File: config.mk
export PLATFORM = sky130hd
export DESIGN_NAME = control_sequencer_flat
export DESIGN_NICKNAME = d
export VERILOG_FILES = /design/src/rtl/control_sequencer_pkg.sv /design/src/rtl/control_sequencer_if.sv /design/src/rtl/control_sequencer_seq_decode.sv /design/src/rtl/control_sequencer.sv /design/src/flat_wrapper.sv
export SDC_FILE = /design/constraint.sdc
export NUM_CORES = 1
export LEC_CHECK = 0
export ABC_AREA = 1
export CORE_ASPECT_RATIO = 0.7
export CORE_MARGIN = 2
export CORE_UTILIZATION = 46
export DETAILED_ROUTE_END_ITERATION = 10
export GPL_TIMING_DRIVEN = 1
export HOLD_SLACK_MARGIN = 0.08
export PLACE_DENSITY = 0.94
export SLEW_MARGIN = 20
export SYNTH_ARGS = -nofsm -noshare
export SYNTH_HDL_FRONTEND = slang
export SYNTH_SLANG_ARGS = --single-unit
File: constraint.sdc
create_clock -name clk_i -period 1.9 [get_ports clk_i]
set_input_delay 0.38 -clock clk_i [delete_from_list [all_inputs] [get_ports clk_i]]
set_output_delay 0.38 -clock clk_i [all_outputs]
set_load 0.1 [all_outputs]
File: src/rtl/control_sequencer_pkg.sv
`default_nettype none
// ============================================================================
// Module      : control_sequencer_pkg
// Description : Opcode fields, register codes, FSM states and one-hot control
//               constants shared by the control sequencer files.
// Revision    : 1.0  initial release
// ============================================================================
package control_sequencer_pkg;

    localparam int REG_N = 4;
    localparam int MUX_W = 5;

    localparam logic [1:0] OP_MOV  = 2'b00;
    localparam logic [1:0] OP_ADD  = 2'b01;
    localparam logic [1:0] OP_SUB  = 2'b10;
    localparam logic [1:0] OP_MISC = 2'b11;

    localparam logic [1:0] SUB_LDI  = 2'b00;
    localparam logic [1:0] SUB_OUT  = 2'b01;
    localparam logic [1:0] SUB_NOP  = 2'b10;
    localparam logic [1:0] SUB_HALT = 2'b11;

    localparam logic [1:0] REG_A = 2'b00;
    localparam logic [1:0] REG_B = 2'b01;
    localparam logic [1:0] REG_C = 2'b10;
    localparam logic [1:0] REG_D = 2'b11;

    localparam logic [MUX_W-1:0] MUX_NONE = 5'b00000;
    localparam logic [MUX_W-1:0] MUX_BUF0 = 5'b00001;
    localparam logic [1:0]       BUF_NONE    = 2'b00;
    localparam logic [1:0]       BUF_OPERAND = 2'b10;
    localparam logic [1:0]       BUF_RESULT  = 2'b01;

    typedef enum logic [2:0] {
        ST_FETCH = 3'd0,
        ST_MOV   = 3'd1,
        ST_ALU1  = 3'd2,
        ST_ALU2  = 3'd3,
        ST_ALU3  = 3'd4,
        ST_LDI   = 3'd5,
        ST_OUT   = 3'd6,
        ST_HALT  = 3'd7
    } state_t;

    // Register A sits in the MSB of both the enable and mux vectors.
    function automatic logic [REG_N-1:0] reg_onehot(input logic [1:0] code);
        return 4'b1000 >> code;
    endfunction

    function automatic logic [MUX_W-1:0] mux_onehot(input logic [1:0] code);
        return 5'b10000 >> code;
    endfunction

    function automatic state_t op_state(input logic [7:0] instr);
        state_t st;
        case (instr[7:6])
            OP_MOV:  st = ST_MOV;
            OP_ADD,
            OP_SUB:  st = ST_ALU1;
            default: begin
                case (instr[1:0])
                    SUB_LDI: st = ST_LDI;
                    SUB_OUT: st = ST_OUT;
                    SUB_NOP: st = ST_FETCH;
                    default: st = ST_HALT;
                endcase
            end
        endcase
        return st;
    endfunction

endpackage
`default_nettype wire

File: src/rtl/control_sequencer_if.sv
`default_nettype none
// ============================================================================
// Module      : control_sequencer_if
// Description : Instruction fetch, bus handshakes and datapath control bundle
//               between the sequencer (master) and its environment (slave).
// Revision    : 1.0  initial release
// ============================================================================
interface control_sequencer_if;
    import control_sequencer_pkg::*;

    logic [7:0]       instr_i;
    logic             instr_valid_i;
    logic             instr_ready_o;
    logic             ext_valid_i;
    logic             ext_ready_o;
    logic             out_ready_i;
    logic             out_strobe_o;
    logic             alu_result_sign_i;
    logic [REG_N-1:0] ger_register_en_o;
    logic [1:0]       alu_buffer_en_o;
    logic [MUX_W-1:0] mux1_ctl_o;
    logic             alu_add_o;
    logic             alu_sub_o;
    logic             r_en_o;
    logic             w_en_o;
    logic             sign_flag_o;
    logic             halted_o;

    modport master (
        input  instr_i, instr_valid_i, ext_valid_i, out_ready_i, alu_result_sign_i,
        output instr_ready_o, ext_ready_o, out_strobe_o, ger_register_en_o,
               alu_buffer_en_o, mux1_ctl_o, alu_add_o, alu_sub_o, r_en_o, w_en_o,
               sign_flag_o, halted_o
    );

    modport slave (
        output instr_i, instr_valid_i, ext_valid_i, out_ready_i, alu_result_sign_i,
        input  instr_ready_o, ext_ready_o, out_strobe_o, ger_register_en_o,
               alu_buffer_en_o, mux1_ctl_o, alu_add_o, alu_sub_o, r_en_o, w_en_o,
               sign_flag_o, halted_o
    );

endinterface
`default_nettype wire

File: src/rtl/control_sequencer_seq_decode.sv
`default_nettype none
// ============================================================================
// Module      : seq_decode
// Description : Combinational decode of sequencer state and IR fields into
//               handshake and datapath control outputs.
// Revision    : 1.0  initial release
// ============================================================================
module seq_decode
    import control_sequencer_pkg::*;
(
    input  wire logic             rst_i,
    input  wire state_t           state_i,
    input  wire logic [1:0]       op_i,
    input  wire logic [1:0]       dst_i,
    input  wire logic [1:0]       src_i,
    input  wire logic             ext_valid_i,
    output logic                  instr_ready_o,
    output logic                  ext_ready_o,
    output logic                  out_strobe_o,
    output logic [REG_N-1:0]      ger_en_o,
    output logic [1:0]            buf_en_o,
    output logic [MUX_W-1:0]      mux_o,
    output logic                  add_o,
    output logic                  sub_o,
    output logic                  r_en_o,
    output logic                  w_en_o
);

    always_comb begin
        instr_ready_o = 1'b0;
        ext_ready_o   = 1'b0;
        out_strobe_o  = 1'b0;
        ger_en_o      = '0;
        buf_en_o      = BUF_NONE;
        mux_o         = MUX_NONE;
        add_o         = 1'b0;
        sub_o         = 1'b0;
        r_en_o        = 1'b0;
        w_en_o        = 1'b0;
        // Everything is gated by reset so the datapath cannot load mid-reset.
        if (!rst_i) begin
            case (state_i)
                ST_FETCH: instr_ready_o = 1'b1;
                ST_MOV: begin
                    mux_o    = mux_onehot(src_i);
                    ger_en_o = reg_onehot(dst_i);
                end
                ST_ALU1: begin
                    mux_o    = mux_onehot(dst_i);
                    buf_en_o = BUF_OPERAND;
                end
                ST_ALU2: begin
                    mux_o    = mux_onehot(src_i);
                    add_o    = (op_i == OP_ADD);
                    sub_o    = (op_i == OP_SUB);
                    buf_en_o = BUF_RESULT;
                end
                ST_ALU3: begin
                    mux_o    = MUX_BUF0;
                    ger_en_o = reg_onehot(dst_i);
                end
                ST_LDI: begin
                    r_en_o = 1'b1;
                    if (ext_valid_i) begin
                        ger_en_o    = reg_onehot(dst_i);
                        ext_ready_o = 1'b1;
                    end
                end
                ST_OUT: begin
                    mux_o        = mux_onehot(src_i);
                    w_en_o       = 1'b1;
                    out_strobe_o = 1'b1;
                end
                default: ;
            endcase
        end
    end

endmodule
`default_nettype wire

File: src/rtl/control_sequencer.sv
`default_nettype none
// ============================================================================
// Module      : control_sequencer
// Description : Multi-cycle instruction sequencer driving the 8-bit operation
//               unit; holds the FSM, instruction register and status flags.
// Revision    : 1.0  initial release
// ============================================================================
module control_sequencer
    import control_sequencer_pkg::*;
(
    input  wire logic           clk_i,
    input  wire logic           rst_i,
    control_sequencer_if.master bus
);

    state_t     state_q;
    logic [7:0] ir_q;
    logic       sign_q;
    logic       halted_q;
    state_t     w_fetch_next;
    logic       w_unused_sub;

    assign w_fetch_next = op_state(bus.instr_i);
    // The sub field only steers the FETCH transition, which reads instr_i directly.
    assign w_unused_sub = ^ir_q[1:0];

    always_ff @(posedge clk_i) begin
        if (rst_i) begin
            state_q  <= ST_FETCH;
            ir_q     <= '0;
            sign_q   <= 1'b0;
            halted_q <= 1'b0;
        end else begin
            case (state_q)
                ST_FETCH: begin
                    if (bus.instr_valid_i) begin
                        ir_q     <= bus.instr_i;
                        state_q  <= w_fetch_next;
                        halted_q <= (w_fetch_next == ST_HALT);
                    end
                end
                ST_MOV:  state_q <= ST_FETCH;
                ST_ALU1: state_q <= ST_ALU2;
                ST_ALU2: begin
                    sign_q  <= bus.alu_result_sign_i;
                    state_q <= ST_ALU3;
                end
                ST_ALU3: state_q <= ST_FETCH;
                ST_LDI: begin
                    if (bus.ext_valid_i) state_q <= ST_FETCH;
                end
                ST_OUT: begin
                    if (bus.out_ready_i) state_q <= ST_FETCH;
                end
                ST_HALT: state_q <= ST_HALT;
                default: state_q <= ST_FETCH;
            endcase
        end
    end

    seq_decode u_decode (
        .rst_i         (rst_i),
        .state_i       (state_q),
        .op_i          (ir_q[7:6]),
        .dst_i         (ir_q[5:4]),
        .src_i         (ir_q[3:2]),
        .ext_valid_i   (bus.ext_valid_i),
        .instr_ready_o (bus.instr_ready_o),
        .ext_ready_o   (bus.ext_ready_o),
        .out_strobe_o  (bus.out_strobe_o),
        .ger_en_o      (bus.ger_register_en_o),
        .buf_en_o      (bus.alu_buffer_en_o),
        .mux_o         (bus.mux1_ctl_o),
        .add_o         (bus.alu_add_o),
        .sub_o         (bus.alu_sub_o),
        .r_en_o        (bus.r_en_o),
        .w_en_o        (bus.w_en_o)
    );

    assign bus.sign_flag_o = sign_q;
    assign bus.halted_o    = halted_q;

endmodule
`default_nettype wire

File: src/flat_wrapper.sv
// flat-port wrapper written by rule: the top's interface ports become plain ports
module control_sequencer_flat import control_sequencer_pkg::*;
  (clk_i, rst_i, bus_instr_i, bus_instr_valid_i, bus_ext_valid_i, bus_out_ready_i, bus_alu_result_sign_i, bus_instr_ready_o, bus_ext_ready_o, bus_out_strobe_o, bus_ger_register_en_o, bus_alu_buffer_en_o, bus_mux1_ctl_o, bus_alu_add_o, bus_alu_sub_o, bus_r_en_o, bus_w_en_o, bus_sign_flag_o, bus_halted_o);
  control_sequencer_if bus_i ();
  input  wire logic clk_i;
  input  wire logic rst_i;
  input wire logic [$bits(bus_i.instr_i)-1:0] bus_instr_i;
  input wire logic [$bits(bus_i.instr_valid_i)-1:0] bus_instr_valid_i;
  input wire logic [$bits(bus_i.ext_valid_i)-1:0] bus_ext_valid_i;
  input wire logic [$bits(bus_i.out_ready_i)-1:0] bus_out_ready_i;
  input wire logic [$bits(bus_i.alu_result_sign_i)-1:0] bus_alu_result_sign_i;
  output wire logic [$bits(bus_i.instr_ready_o)-1:0] bus_instr_ready_o;
  output wire logic [$bits(bus_i.ext_ready_o)-1:0] bus_ext_ready_o;
  output wire logic [$bits(bus_i.out_strobe_o)-1:0] bus_out_strobe_o;
  output wire logic [$bits(bus_i.ger_register_en_o)-1:0] bus_ger_register_en_o;
  output wire logic [$bits(bus_i.alu_buffer_en_o)-1:0] bus_alu_buffer_en_o;
  output wire logic [$bits(bus_i.mux1_ctl_o)-1:0] bus_mux1_ctl_o;
  output wire logic [$bits(bus_i.alu_add_o)-1:0] bus_alu_add_o;
  output wire logic [$bits(bus_i.alu_sub_o)-1:0] bus_alu_sub_o;
  output wire logic [$bits(bus_i.r_en_o)-1:0] bus_r_en_o;
  output wire logic [$bits(bus_i.w_en_o)-1:0] bus_w_en_o;
  output wire logic [$bits(bus_i.sign_flag_o)-1:0] bus_sign_flag_o;
  output wire logic [$bits(bus_i.halted_o)-1:0] bus_halted_o;
  assign bus_i.instr_i = bus_instr_i;
  assign bus_i.instr_valid_i = bus_instr_valid_i;
  assign bus_i.ext_valid_i = bus_ext_valid_i;
  assign bus_i.out_ready_i = bus_out_ready_i;
  assign bus_i.alu_result_sign_i = bus_alu_result_sign_i;
  assign bus_instr_ready_o = bus_i.instr_ready_o;
  assign bus_ext_ready_o = bus_i.ext_ready_o;
  assign bus_out_strobe_o = bus_i.out_strobe_o;
  assign bus_ger_register_en_o = bus_i.ger_register_en_o;
  assign bus_alu_buffer_en_o = bus_i.alu_buffer_en_o;
  assign bus_mux1_ctl_o = bus_i.mux1_ctl_o;
  assign bus_alu_add_o = bus_i.alu_add_o;
  assign bus_alu_sub_o = bus_i.alu_sub_o;
  assign bus_r_en_o = bus_i.r_en_o;
  assign bus_w_en_o = bus_i.w_en_o;
  assign bus_sign_flag_o = bus_i.sign_flag_o;
  assign bus_halted_o = bus_i.halted_o;
  control_sequencer u_core (.clk_i(clk_i), .rst_i(rst_i), .bus(bus_i));
endmodule
==> results of run 1 <==
[cells in the mapped netlist]
master / n
nor2_2: 1
o21ai_2: 3
nand3_1: 10
inv_2: 3
nand2_1: 24
nor2_1: 29
o21ai_0: 2
buf_4: 4
a21oi_2: 3
nand3_2: 1
nor4_1: 2
o21ai_1: 4
nand2_2: 1
inv_1: 16
buf_6: 2
dfxtp_1: 11
nor2_8: 1
nand4_1: 4
nor3_1: 7
or2_2: 1
ha_1: 5
inv_4: 1
nor2_4: 1
nand2_4: 1
[cell families after synthesis]
logic type	Yosys count	synth area share
fa+ha+maj	5	0.07042
simple gates	83	0.4423
flops	11	0.2479
compound gates	12	0.09297
buf+inv	26	0.1465
[timing repair]
item                                    4_1_cts
gates resized for setup                      22
endpoints found under the setup margin       17
pin swaps                                     8
setup buffers                                 5
[through the flow]
step                setup TNS [ns]  hold slack (ns)
floorplan                  -0.4996           0.4626
global placement           -0.1250           0.4841
detailed placement         -0.8606           0.5051
CTS                       -0.05764           0.5256
==> impl_metrics.csv, run 1 <==
group,metric,value,unit
outcome,status,"did not finish",
outcome,lastStage,"global routing (5_1_grt)",
outcome,error_line,"[ERROR DPL-0038] Utilization greater than 100%, impossible to legalize",
cts,clockBufferDepth,2,
cts,htreeDepth,1,
cts,cts_root_buffer,"clkbuf_4",
placed_design,place_inst,198,
cts,cts_sinks,11,
logic_synthesis,yosysWarnings,0,
logic_synthesis,ys_seq_area_frac,0.2479,
floorplanning,die_w,56.53,um
logic_synthesis,synth_fp_nets,156,
timing,worstEpCategory,"primary output",
logic_synthesis,syn-cell-area,888.4,um^2
logic_synthesis,synth_cell_types,24,
placed_design,preCtsSetupSlack,-0.1272,ns
logic_synthesis,synth.avg_cell_area,6.484,um^2
logic_synthesis,ys_seq_elements,11,
floorplanning,start_util,0.4833,
floorplanning,die_y,40.77,um
cts,cts_made_buffers,3,
floorplanning,ios,34,
logic_synthesis,synth_cells,137,
placed_design,post-dp-hpwl,2.574,mm
cts,hold_buffers,0,
logic_synthesis,yosysTopAreaCell,"dfxtp_1",
timing,postGrtWorstEndpoint,"bus_ger_register_en_o[3]",
logic_synthesis,synth_area_leaders,"dfxtp_1 (25%), nor2_1 (12%), nand2_1 (10%), ha_1 (7.0%), inv_1 (6.8%)",
floorplanning,num_rows,13,
placed_design,io_buffers,33,
placed_design,place_area,0.001632,mm^2
placed_design,gp_congestion,0.7580,
global_routing,grt_max_degree,12,
logic_synthesis,synth_top_area_frac,0.2479,
==> run 2, diff against run 1 <==
Settings changed: CORE_AREA set to 2 2 63 65, CORE_ASPECT_RATIO 0.7 to unset, CORE_MARGIN 2 to unset, CORE_UTILIZATION 46 to unset, DIE_AREA set to 0 0 65 67, HOLD_SLACK_MARGIN 0.08 to unset, PLACE_DENSITY 0.94 to unset, PLACE_DENSITY_LB_ADDON set to 0.15.
==> run 2 against run 1 <==
The flow now finishes without violations. Synthesized cell count stayed put. Area after synthesis did not move.
==> impl_metrics.csv, run 2 <==
group,metric,value,unit
logic_synthesis,synth_flop_cell,"dfxtp_1",
power_and_ir_drop,power.density,1562,mW/mm^2
cts,cts_sinks,11,
logic_synthesis,synth_cell_types,24,
finish,seq_area,229.0,um^2
floorplanning,ios,34,
finish,top_register,"u_core.ir_q",
timing,finalCriticalPeriod,1.840,ns
placed_design,post-dp-hpwl,1.974,mm
logic_synthesis,synth_cells,137,
logic_synthesis,synthMuxAreaShare,0,
logic_synthesis,synthXorXnorAreaFrac,0,
finish,fin_util,0.5101,
routing,dr.pass1.iters,4,
finish,final_nets,208,
routing,drt-total-wl,2.312,mm
floorplanning,die_w,65,um
timing,finalClockSkew,0.001702,ns
critical_path,path_max_fanout,7,
global_routing,first_global_vias,1000,
critical_path,path_buf_inv,3,
critical_path,cpMostUsedCell,"nand2_2",
logic_synthesis,yosysWarnings,0,
finish,layout_common_cells,"nor2_1 (20), buf_4 (20), buf_12 (19)",
floorplanning,num_rows,22,
timing,worst_slew_pin_slew,0.2568,ns
logic_synthesis,synth_area_leaders,"dfxtp_1 (25%), nor2_1 (12%), nand2_1 (10%), ha_1 (7.0%), inv_1 (6.8%)",
floorplanning,core-area,0.003606,mm^2
logic_synthesis,synth.avg_cell_area,6.484,um^2
cts,cts_tree,"done",
job,maxCapViolations,0,
floorplanning,start_util,0.2464,
critical_path,critical_path_class,"reg2out",
finish,largest_reg_flops,6,
critical_path,worstPathArrival,1.46,ns
finish,multiInputGateArea,735.7,um^2
critical_path,endpoint_kind,"output pin",
routing,vias,1008,
routing,wire_per_inst,9.797,um
logic_synthesis,ys_seq_elements,11,
global_routing,grt.overflow.total,0,
finish,area_growth,107.0,%
cts,htreeDepth,1,
timing,post-route-period-util,0.9682,
timing,max_slew_margin,0.8275,
critical_path,cp_top_family,"simple AND/OR/NAND/NOR gates",
logic_synthesis,synth_edf_count,0,
power_and_ir_drop,leakagePower,0.0008126,uW
logic_synthesis,synth_compound_gate_area_share,0.09296,
logic_synthesis,yosysTopAreaCell,"dfxtp_1",
power_and_ir_drop,vdd_drop_max,0.7774,mV
critical_path,slowest_stage,"dfxtp_4",
placed_design,gp_congestion,0.8274,
global_routing,antenna_found_initial,0,
logic_synthesis,synthArstFlopShare,0,
timing,fmax,543.6,MHz
critical_path,cp-start-kind,"register",
routing,post-route-drc-count,0,
routing,viasPerCell,4.271,
timing,setup_tns,0,ns
timing,setup_viol,0,
cts,path_clk_slew,0.05,ns
finish,drive_gt1_frac,0.4894,
global_routing,grt_max_degree,12,
logic_synthesis,ys_seq_area_frac,0.2479,
timing,finalHoldViolCount,0,
logic_synthesis,syn-cell-area,888.4,um^2
critical_path,crit_path_max_incr_delay,0.38,ns
logic_synthesis,synth_common_cells,"nor2_1 (29), nand2_1 (24), inv_1 (16)",
routing,drt_iter0_drc,13,
worst_hold_path,hp-class,"reg2reg",
floorplanning,die_area,0.004355,mm^2
critical_path,required,1.52,ns
outcome,status,"completed",
cts,insertion_delay,0.23,ns
critical_path,crit_chain,"inv_4, nand2_4, nand2_2, nand2_2, nand2_2, clkinv_4, nor3_4, buf_12",
cts,cts_made_buffers,3,
cts,clockBufferDepth,2,
cts,cts_root_buffer,"clkbuf_8",
logic_synthesis,synth_fp_nets,156,
placed_design,io_buffers,33,
global_routing,grt.total_usage,0.1167,
floorplanning,die_y,67,um
timing,slew_viol_final,0,
logic_synthesis,synth_top_area_frac,0.2479,
global_routing,grt_pass1_wl,4.029,mm
finish,top_regs,"u_core.ir_q x6, u_core.state_q x3",
finish,fillCellCount,340,
logic_synthesis,synth-simple-area-share,0.4423,
finish,diodes,0,
routing,antenna_left,0,
logic_synthesis,synth.most_common_cell,"nor2_1",
timing,rsz0062_at_grt,"yes",
logic_synthesis,synth_top_family_by_area,"simple AND/OR/NAND/NOR gates",
logic_synthesis,synth_fa_ha_area_frac,0.07042,
==> run 2: cell counts after synthesis <==
No cell type changed its count.
==> run 2: worst min-delay path, cell delays in order (launching register included) <==
cell and delay (ns):
dfxtp_1 0.32, o21ai_1 0.07, nor2_1 0.07
==> run 2: report_power, final <==
group | switching [uW] | internal [uW] | total [uW]
clock network | 80.4 | 147 | 227
registers | 137 | 338 | 475
logic | 1380 | 794 | 2170
total | 1590 | 1280 | 2870
==> run 2: cells by family after synthesis <==
kind of cell | after synthesis
flops | 11
simple gates | 83
compound gates | 12
buf+inv | 26
fa+ha+maj | 5
==> run 2: area by class of cell <==
class | instances | share of cell area
Multi-Input combinational cell | 100 | 0.4000
Inverter | 20 | 0.05034
Timing Repair Buffer | 53 | 0.3680
Clock buffer | 4 | 0.02449
Sequential cell | 11 | 0.1245
Tap cell | 48 | 0.03265
==> run 2: final timing paths <==
check                                  startpoint                        to  slack (ns)  cells after the start
worst max register to register  u_core.state_q[0]            u_core.ir_q[4]        0.66                      7
worst min-delay path               u_core.ir_q[3]            u_core.ir_q[3]        0.50                      2
worst min register to register     u_core.ir_q[3]            u_core.ir_q[3]        0.50                      2
worst max-delay path            u_core.state_q[0]  bus_ger_register_en_o[0]        0.06                      8
==> run 2: layer usage <==
layer	share of wire	wire (um)	global-route usage	vias up
li1	-	-	-	536
met1	0.41	958	0.1360	447
met2	0.52	1211	0.2139	23
met3	0.057	132	0.02027	2
met4	0.0035	8	0.03989	0
met5	0	0	0	-
==> run 2: timing repair <==
action / CTS / global route
resized for setup: 5 / 22
endpoints found under the setup margin: 12 / 12
buffers inserted: 0 / 5
cloned: 0 / 0
pin swaps: 4 / 7
hold buffers: 0 / 0
==> run 2: per-stage QoR <==
stage | cell area, um^2 | std cells | total power (uW) | hold WS, ns | worst slack [ns]
4_1_cts | 1737 | 231 | 2727 | 0.5004 | -0.04119
5_1_grt | 1839 | 236 | 3075 | 0.5449 | -0.03642
3_5_place_dp | 1687 | 227 | 2480 | 0.4855 | -0.1078
2_1_floorplan | 1056 | 137 | 1937 | 0.4626 | -0.1490
6_report | 1839 | 236 | 2873 | 0.4976 | 0.06037
3_3_place_gp | 1687 | 227 | 2460 | 0.4796 | -0.1012
(Power assumes the default switching activity.)
